$ cat src/rtl/key_debounce.sv
// Synchronising debouncer for NUM_KEYS mechanical keys with press/release strobes.
// Optional auto-repeat of key_press while held: define KEY_REPEAT_EN.
module key_debounce #(
  parameter int NUM_KEYS       = 4,
  parameter int DB_CYCLES      = 1000000,
  parameter int CNT_W          = 20,
  parameter bit KEY_ACTIVE_LOW = 1'b1
`ifdef KEY_REPEAT_EN
  ,
  parameter int REPEAT_DELAY   = 25000000,
  parameter int REPEAT_PERIOD  = 5000000
`endif
) (
  input  logic                clk,
  input  logic                rst,
  input  logic [NUM_KEYS-1:0] key_raw,
  output logic [NUM_KEYS-1:0] key_level,
  output logic [NUM_KEYS-1:0] key_press,
  output logic [NUM_KEYS-1:0] key_release
);

  // Synchronisers reset to the released pad level so reset exit never looks like an edge.
  localparam logic [NUM_KEYS-1:0] REL_RAW = KEY_ACTIVE_LOW ? {NUM_KEYS{1'b1}} : {NUM_KEYS{1'b0}};
  localparam logic [CNT_W-1:0]    DB_LAST = CNT_W'(DB_CYCLES - 1);

`ifdef KEY_REPEAT_EN
  localparam int HOLD_MAX = (REPEAT_DELAY > REPEAT_PERIOD) ? REPEAT_DELAY : REPEAT_PERIOD;
  localparam int HOLD_W   = $clog2(HOLD_MAX + 1);
  localparam logic [HOLD_W-1:0] DLY_LAST = HOLD_W'(REPEAT_DELAY - 1);
  localparam logic [HOLD_W-1:0] PER_LAST = HOLD_W'(REPEAT_PERIOD - 1);

  logic [HOLD_W-1:0]   hold_q [NUM_KEYS];
  logic [HOLD_W-1:0]   hold_d [NUM_KEYS];
  logic [NUM_KEYS-1:0] rep_q;
  logic [NUM_KEYS-1:0] rep_d;
`endif

  logic [NUM_KEYS-1:0] sync1_q;
  logic [NUM_KEYS-1:0] sync2_q;
  logic [NUM_KEYS-1:0] s_s;
  logic [CNT_W-1:0]    cnt_q [NUM_KEYS];
  logic [CNT_W-1:0]    cnt_d [NUM_KEYS];
  logic [NUM_KEYS-1:0] level_q;
  logic [NUM_KEYS-1:0] level_d;
  logic [NUM_KEYS-1:0] press_q;
  logic [NUM_KEYS-1:0] press_d;
  logic [NUM_KEYS-1:0] release_q;
  logic [NUM_KEYS-1:0] release_d;

  assign s_s = KEY_ACTIVE_LOW ? ~sync2_q : sync2_q;

  // Per-key qualification: count consecutive cycles the input disagrees with the level.
  always_comb begin
    level_d   = level_q;
    press_d   = {NUM_KEYS{1'b0}};
    release_d = {NUM_KEYS{1'b0}};
`ifdef KEY_REPEAT_EN
    rep_d     = rep_q;
`endif
    for (int k = 0; k < NUM_KEYS; k++) begin
      cnt_d[k] = cnt_q[k];
      if (s_s[k] == level_q[k]) begin
        cnt_d[k] = {CNT_W{1'b0}};
      end else if (cnt_q[k] == DB_LAST) begin
        level_d[k]   = s_s[k];
        cnt_d[k]     = {CNT_W{1'b0}};
        press_d[k]   = s_s[k];
        release_d[k] = ~s_s[k];
      end else begin
        cnt_d[k] = cnt_q[k] + CNT_W'(1);
      end
`ifdef KEY_REPEAT_EN
      // Hold timer restarts at every accepted press and is idle while released.
      hold_d[k] = hold_q[k];
      if (!level_q[k] || press_d[k] || release_d[k]) begin
        hold_d[k] = {HOLD_W{1'b0}};
        rep_d[k]  = 1'b0;
      end else if (hold_q[k] == (rep_q[k] ? PER_LAST : DLY_LAST)) begin
        press_d[k] = 1'b1;
        hold_d[k]  = {HOLD_W{1'b0}};
        rep_d[k]   = 1'b1;
      end else begin
        hold_d[k] = hold_q[k] + HOLD_W'(1);
      end
`endif
    end
  end

  // State and registered strobes.
  always_ff @(posedge clk or posedge rst) begin
    if (rst) begin
      sync1_q   <= REL_RAW;
      sync2_q   <= REL_RAW;
      level_q   <= {NUM_KEYS{1'b0}};
      press_q   <= {NUM_KEYS{1'b0}};
      release_q <= {NUM_KEYS{1'b0}};
      for (int k = 0; k < NUM_KEYS; k++) begin
        cnt_q[k] <= {CNT_W{1'b0}};
      end
`ifdef KEY_REPEAT_EN
      rep_q <= {NUM_KEYS{1'b0}};
      for (int k = 0; k < NUM_KEYS; k++) begin
        hold_q[k] <= {HOLD_W{1'b0}};
      end
`endif
    end else begin
      sync1_q   <= key_raw;
      sync2_q   <= sync1_q;
      level_q   <= level_d;
      press_q   <= press_d;
      release_q <= release_d;
      for (int k = 0; k < NUM_KEYS; k++) begin
        cnt_q[k] <= cnt_d[k];
      end
`ifdef KEY_REPEAT_EN
      rep_q <= rep_d;
      for (int k = 0; k < NUM_KEYS; k++) begin
        hold_q[k] <= hold_d[k];
      end
`endif
    end
  end

  assign key_level   = level_q;
  assign key_press   = press_q;
  assign key_release = release_q;

endmodule

$ cat config.mk
export PLATFORM = sky130hd
export DESIGN_NAME = key_debounce
export DESIGN_NICKNAME = d
export VERILOG_FILES = /design/src/rtl/key_debounce.sv
export SDC_FILE = /design/constraint.sdc
export NUM_CORES = 1
export LEC_CHECK = 0
export CORE_MARGIN = 3
export CORE_UTILIZATION = 55
export CTS_CLUSTER_SIZE = 24
export DETAILED_ROUTE_END_ITERATION = 10
export PLACE_DENSITY = 0.8
export SLEW_MARGIN = 20
export SYNTH_ARGS = -nofsm -noshare
export SYNTH_HDL_FRONTEND = slang
export SYNTH_SLANG_ARGS = --single-unit
$ cat constraint.sdc
create_clock -name clk -period 4.9 [get_ports clk]
set_clock_uncertainty 0.2 [all_clocks]
set_input_delay 1.225 -clock clk [delete_from_list [all_inputs] [get_ports clk]]
set_output_delay 1.225 -clock clk [all_outputs]
set_load 0.02 [all_outputs]
Word level (Yosys, flattened, before mapping):

Index checks and enable logic that the tools add are counted.
W data, S select, Z words.

* bits of input ports: 6
* register bits: 100

* bitwise gates (word level): 9
* mux-type cells: 24
* reductions and logical operators: 4
* equality and inequality tests: 8
* add/subtract/negate cells: 4

Operators with widths (number)
* $mux W20: 8
* $add A20 B1 Y20 const B: 4
* $eq A20 B20 Y1 const B: 4
* $mux W1: 16
* $not A1 Y1: 8
* $reduce_and A2 Y1: 4
* $eq A1 B1 Y1: 4
* $not A4 Y4: 1

Logic depth before layout (Yosys ltp):

* word-level depth: 4
* gate-level depth with buffers: 6
* depth with buffers taken out: 5

Worst setup path before layout:

OpenSTA, ideal clock, no wires.

* kind: flip-flop to flip-flop
* start point: register cnt_q[52] (netlist bit)
* end point: register cnt_q[48] (netlist bit)
* clock period less this slack: 2244 ps
* cell stages (with the launch flop): 6
* path slack: 2656 ps
* arrival time: 1926 ps
* buffers on the path: 1
* cells stage by stage: dfrtp_1 or4_1 or4_4 o21ai_4 buf_6 nor2_1

RTL lines
* from (decl): RTL line 41 `logic [CNT_W-1:0] cnt_q [NUM_KEYS];`
* from (signal, indexed assignment): RTL line 98 `cnt_q[k] <= {CNT_W{1'b0}};`
* from (signal, indexed assignment): RTL line 113 `cnt_q[k] <= cnt_d[k];`

Worst setup path after layout:

* start point: register level_q[0], in the netlist key_level[0]
* end point: output port key_level[0]

RTL lines
* from (decl): RTL line 43 `logic [NUM_KEYS-1:0] level_q;`
* from (signal assigned): RTL line 94 `level_q <= {NUM_KEYS{1'b0}};`
* from (signal assigned): RTL line 109 `level_q <= level_d;`
* to (decl): RTL line 17 `output logic [NUM_KEYS-1:0] key_level,`

No word-level cell between the ends.

==> results <==
- The cell sitting at the root of the clock tree is a clkbuf_8.
- The max-slew headroom at the worst pin is 45.91%.
- The required time of the worst setup path is 3470 ps.
- Counting flops with a built-in enable in the synthesized netlist gives 0.
- The number of synthesis warnings is 0.
- The share of the cycle needed by the critical path after routing is 59.12%.
- The count of endpoints failing setup in the final report is 0.
- The largest fanout on the critical path is 5.
- After detailed routing, the number of remaining DRC violations is 0.
- The total negative slack for setup checks is 0 ps.
- In this run the remaining antenna-violating nets after routing total 0.
- The number of buffers created by CTS is 9.
- The weighted congestion reported at the end of routability-driven placement is 0.8503.
- The initial antenna violation count is 0.
- After synthesis, the netlist uses 37 different library cells.
- The most common cell in the synthesized netlist is dfrtp_1.
- The buffer and inverter count on the worst path is 1.
- The max-capacitance violation count is 0.
- The starting density of the core is 58.53%.
- The vias after detailed routing is 3444.
- Summed over all instances, the cell type with the most area after synthesis is dfrtp_1.
- The H-tree was split into 3 levels.
- The type of the tightest min-delay check is flop to flop.
- The actual slew at the worst max-slew pin is 811.4 ps.
- For this block, the initial DRC count from the detailed router was 121.
- The mean routed wirelength per cell is 14.77 um.
- After synthesis the cells add up to 4663 sq um.
- The post-DP HPWL is 5916 um.
- The total cell area at the placement stage is 4940 sq um.
- The final-stage net count is 495.
- Setup repair after global routing left no endpoint under its margin.
- On the critical path the largest part of the delay comes from buffers and inverters.
- The critical path capture point type is an output port.
- Counting flops and latches in the post-synthesis netlist gives 100.
- The critical register-to-register path startpoint is cnt_q[68].
- Summed over all cells, the static leakage comes to 2.015 nW.
- The largest individual stage delay along the critical path comes from the cell clkdlybuf4s50_1.
- The critical path starts at key_level[0].
- The max-slew violation count came to 0.
- Summed over all layers, the routed wires come to 8744 um.
- The floorplan step set the die width to 98.08 um.
- 0 antenna diodes ended up in the layout.
- The insertion delay of the later-clocked pin in the worst-skew pair is 370 ps.
- Entering global routing, the biggest net connects 69 pins.
- The first global-routing pass estimated 15010 um of wire.
- The overall die area is 9620 sq um.
- The number of ports placed on the die boundary is 18.
- The detailed-router iteration count before antenna repair is 4.
- The post-route core utilization is 64.49%.
- The largest stage delay on the critical path is 660 ps.
- The number of cells on the worst reg-to-reg path is 4.
- From synthesis to final layout, the design area changed by 10.20%.
- The proportion of synthesized flip-flops having asynchronous set or reset is 100.0%.
- In this run, placement finished with an instance count of 576.
- The combined area of the multi-input logic cells is 2056 sq um.
- By area the synthesized netlist is led by dfrtp_1, xnor2_1, nor2_1.
- The routed via count divided by cell count is 5.818.
- Sorting the synthesized cells by how often they occur yields dfrtp_1, nor2_1, nand2_1.
- The count of filler cells inserted in the layout is 619.
- Subtracting the final worst setup slack from the clock period gives 2897 ps.
- The number of placement rows is 32.
- The critical path ends at key_level[0].
- By startpoint and endpoint, the worst setup path is classified as flop to output port.
- The post-layout instance area is 5139 sq um.
- The register cell area after layout is 2512 sq um.
- The final global-route overflow total is 0.
- The worst endpoint data arrival time is 1470 ps.
- The clock tree from TritonCTS is built.
- The global-route usage over all layers is 18.87%.
- The proportion of synthesized chip area in sequential cells is 53.88%.
- The filler-free cell count of the finished design is 592.
- The number of hold buffers added after CTS is 0.
- In this run the number of cells on the critical path is 1.
- The register-to-register setup slack is 2410 ps.
- In this run the tool buffered the top-level ports with 17 buffer cells.
- For this design the ratio of total power to cell area is 277.8 nW/um^2.
- The floorplan step defined a core boundary enclosing 7968 sq um.
- The number of resized instances in the post-cts repair step is 0.
- The startpoint type of the worst setup path is a flop.
- Traced cell by cell, the critical path runs through clkdlybuf4s50_1.
- The ratio of cells with drive above 1 in the final layout is 7.959%.
- The clock net in this run drives a total of 100 sinks.
- The post-synthesis area per instance is 10.07 sq um.
- The worst-case IR drop observed on VDD is 0.1830 mV.
- The flow ran to the end, and the final reports show no timing, DRC or antenna violations.
- The cell count after synthesis is 463.
- Clock-pin slew was measured on the worst setup and hold paths at 100 ps.
- The synthesized netlist net count is 473.
- The maximum clock frequency is 345.2 MHz.
- In this run the critical register-to-register path is captured at cnt_q[62].
- The die boundary height is 98.08 um.
- The maximum buffer depth of the clock tree is 2.
- The top flip-flop cell by instance count after synthesis is dfrtp_1.
- The number of failing hold endpoints at the final stage is 0.
- The fraction of synthesized cell area taken by the top area cell type is 49.37%.
- In this run the post-CTS setup repair buffer count came out at 0.
- The number of global-route vias before repair is 3334.
flip-flops by register name, indices dropped and copies added, names as in the netlist:
signal	cells
key_release	4
sync1_q	4
key_level	4
sync2_q	4
key_press	4
cnt_q	80
worst min-delay path by stage:
stage	endpoint	cells past startpoint	slack, ps	start
detailed placement	sync2_q[0]	0	150	sync1_q[0]
floorplan	sync2_q[0]	0	150	sync1_q[0]
global placement	sync2_q[3]	0	150	sync1_q[3]
CTS	sync2_q[2]	0	160	sync1_q[2]
finish	sync2_q[2]	0	160	sync1_q[2]
global route	sync2_q[2]	0	170	sync1_q[2]
placed cells by master, fill, tap and decap left out, types with 2 or more instances in the layout:
cell,n
dfrtp_1,92
nor2_1,59
nand2_1,33
xnor2_1,31
nand3_1,25
a21oi_1,24
o21ai_0,21
xor2_1,21
nand4_1,18
or3_1,18
clkdlybuf4s50_1,17
nor3_1,13
and3_1,12
or4_1,12
nor4_1,11
inv_1,10
clkbuf_8,10
o31ai_1,9
dfstp_2,8
and4_1,4
ha_1,4
buf_4,4
or2_0,3
or2_2,3
nor4b_1,3
clkinv_2,3
or4_4,2
o21ai_4,2
and2_1,2
a31o_2,2
nor3b_1,2
o21ai_1,2
report_power, final:
| group | switching [W] | total [W] | internal (W) |
|---|---|---|---|
| clock | 0.000278 | 0.000528 | 0.000249 |
| sequential | 0.0000104 | 0.000849 | 0.000839 |
| combinational | 0.0000351 | 0.0000509 | 0.0000159 |
| total | 0.000324 | 0.00143 | 0.00110 |
routing by layer:
metal / vias up / track usage (%) / share of wire (%)
li1: 1683 / - / -
met1: 1686 / 24.23 / 46
met2: 65 / 32.15 / 49
met3: 10 / 3.857 / 4.0
met4: 0 / 6.070 / 1.5
met5: - / 0 / 0
logic make-up (layout without fill, tap and decap cells):
family	count (synthesis)	in the layout	synth area share, %
xor+xnor	52	52	9.767
compound gates	60	60	7.566
simple gates	226	226	25.68
flops	100	100	53.88
buf+inv	21	48	2.039
fa+ha+maj	4	4	1.073
metrics by stage:
step	power (W)	hold slack (ps)	setup slack (ps)
2_1_floorplan	0.0008986	145.2	869.5
3_3_place_gp	0.0009145	146.4	2079
3_5_place_dp	0.0009173	147.2	2037
4_1_cts	0.001444	160.8	1985
5_1_grt	0.001484	167.3	1948
6_report	0.001428	159.6	2003
area by class of cell:
class	instances	share of cell area, %
clock inverters	6	1.193
well taps	102	2.484
repair buffers	21	3.896
inverters	11	0.8522
flip-flops and latches	100	48.89
clock buffers	10	2.678
multi-input cells	342	40.00
No activity file was read; power rests on OpenSTA's default activity.
==> variant: new RTL, config.mk and constraints unchanged <==
Build with the macro `KEY_REPEAT_EN` defined.
--- a/src/rtl/key_debounce.sv
+++ b/src/rtl/key_debounce.sv
@@ -2,2 +2,4 @@
 // Optional auto-repeat of key_press while held: define KEY_REPEAT_EN.
+`define KEY_REPEAT_EN
+
 module key_debounce #(
Check against the original RTL: same outputs for any inputs over 10 cycles, from zero or initial values and one cycle with rst high; that may be too few to reach the edited logic, so the function may still have changed.
==> variant against the original RTL <==
Area after synthesis is 110% higher; combinational power rose by 32%; sequential power up 100%; routed wire length grew 97%; sequential cell count up 104; setup slack lost 130 ps; fmax decreased by 4.3%; largest power group unchanged; count of clock-buffer cells in the layout rose by 24; design area grew 110%; first-iteration DRC count grew to 3.6 times the old value; total power rose by 140%; hold slack worse by 2.3 ps.
==> variant: results (changes against the original RTL) <==
| Metric | Value |
|---|---|
| Clock period minus final worst setup slack | 3028 ps (+131.2 ps) |
| Static leakage | 4.378 nW (+120%) |
| Sequential element share of the synthesized area | 0.5285 (-0.01026) |
| Endpoint, Worst Hold | sync2_q[1]$_DFF_PP1_ |
| Synthesized-area fraction occupied by adder cells | 0.01034 (-0.0003899) |
| Inserted Clock Buffers | 22 (+13) |
| Dominant cells by area after synthesis | dfrtp_1 (51%), xor2_1 (9.1%), nor2_1 (8.3%) |
| All-Layer GR Usage | 0.1802 (-0.008533) |
| Port Buf Inserts | 17 (unchanged) |
| CTS max path bufs | 3 (+1) |
| R2R depth | 5 (+1) |
| Synth Net Count | 980 (+110%) |
| CTS Root Cell | clkbuf_16 |
| Initial antenna violation count | 0 (unchanged) |
| RR Startpoint | hold_q[71]$_DFF_PP0_ |
| Worst-Margin Slew | 893.4 ps (+81.95 ps) |
| Starting DRC count in detailed routing | 433 (+260%) |
| R2r endpoint | hold_q[63]$_DFF_PP0_ |
| Place WS | 2002 ps (-34.71 ps) |
| Via count | 6715 (+95%) |
| Syn_area_per_cell | 10.02 sq um (-0.53%) |
| Htree depth | 1 (-2) |
| Status | completed |
| Arr. time, crit path | 1600 ps (+130 ps) |
| Detailed-router iteration count before antenna repair | 5 (+1) |
| Final #Nets | 1005 (+100%) |
| Synth top cells by count | nor2_1 (214), dfrtp_1 (196), xor2_1 (101) |
| Xor and xnor fraction of the mapped netlist area | 0.1511 (+0.05347) |
| Layout cells sized above 1 | 0.06157 (-0.01802) |
| Clock Latency Late Sink | 500 ps (+130 ps) |
| Detailed Place HPWL | 10.75 mm (+82%) |
| Post-route insts no fill | 1227 (+110%) |
| Post-placement cell count | 1186 (+110%) |
| Met1 Usage GRT | 0.2509 (+0.008520) |
| R2r setup slk | 2130 ps (-280 ps) |
| Compound-Gate Fraction of Synth Area | 0.01629 (-0.05937) |
| Met2 wire length | 8.128 mm (+91%) |
| Metal-1 WL | 8.187 mm (+100%) |
| GPL Wtd Cong | 0.8264 (-2.8%) |
| Final WL | 17.22 mm (+97%) |
| Placed cell area | 10040 sq um (+100%) |
| Grt met3 use | 0.03241 (-0.006158) |
| Worst-path clk slew | 60 ps (-40 ps) |
| Hold wc startpoint | sync1_q[1]$_DFF_PP1_ |
| Post-synthesis mux area share | 0.003103 (+0.003103) |
| Netlist cell types | 44 (+19%) |
| Metal3 WL | 576 um (+66%) |
| VDD IR-drop max | 0.0002734 V (+49%) |
## variant: changes by cell type after synthesis, moves of 19 or more
| cell | change |
|---|---|
| nor2_1 | +155 |
| dfrtp_1 | +104 |
| xor2_1 | +80 |
| nand3_1 | +47 |
| xnor2_1 | +35 |
| nand4_1 | +28 |
| nand2_1 | +24 |
| a21oi_1 | -22 |
| o21ai_0 | -19 |
## variant: final cells by class
type	instances	area, sq um
Clock inverter	6	55.05
Timing Repair Buffer	20	225.2
Tap cell	220	275.3
Fill cell	1340	6080
Sequential cell	204	5115
Clock buffer	34	666.9
Multi-Input combinational cell	716	4355
Inverter	27	105.1
## variant: report_power, final
part	switching [mW]	total [mW]	internal, mW
sequential	0.0118	1.71	1.70
clock	0.642	1.63	0.986
combinational	0.0500	0.0673	0.0173
total	0.704	3.41	2.70
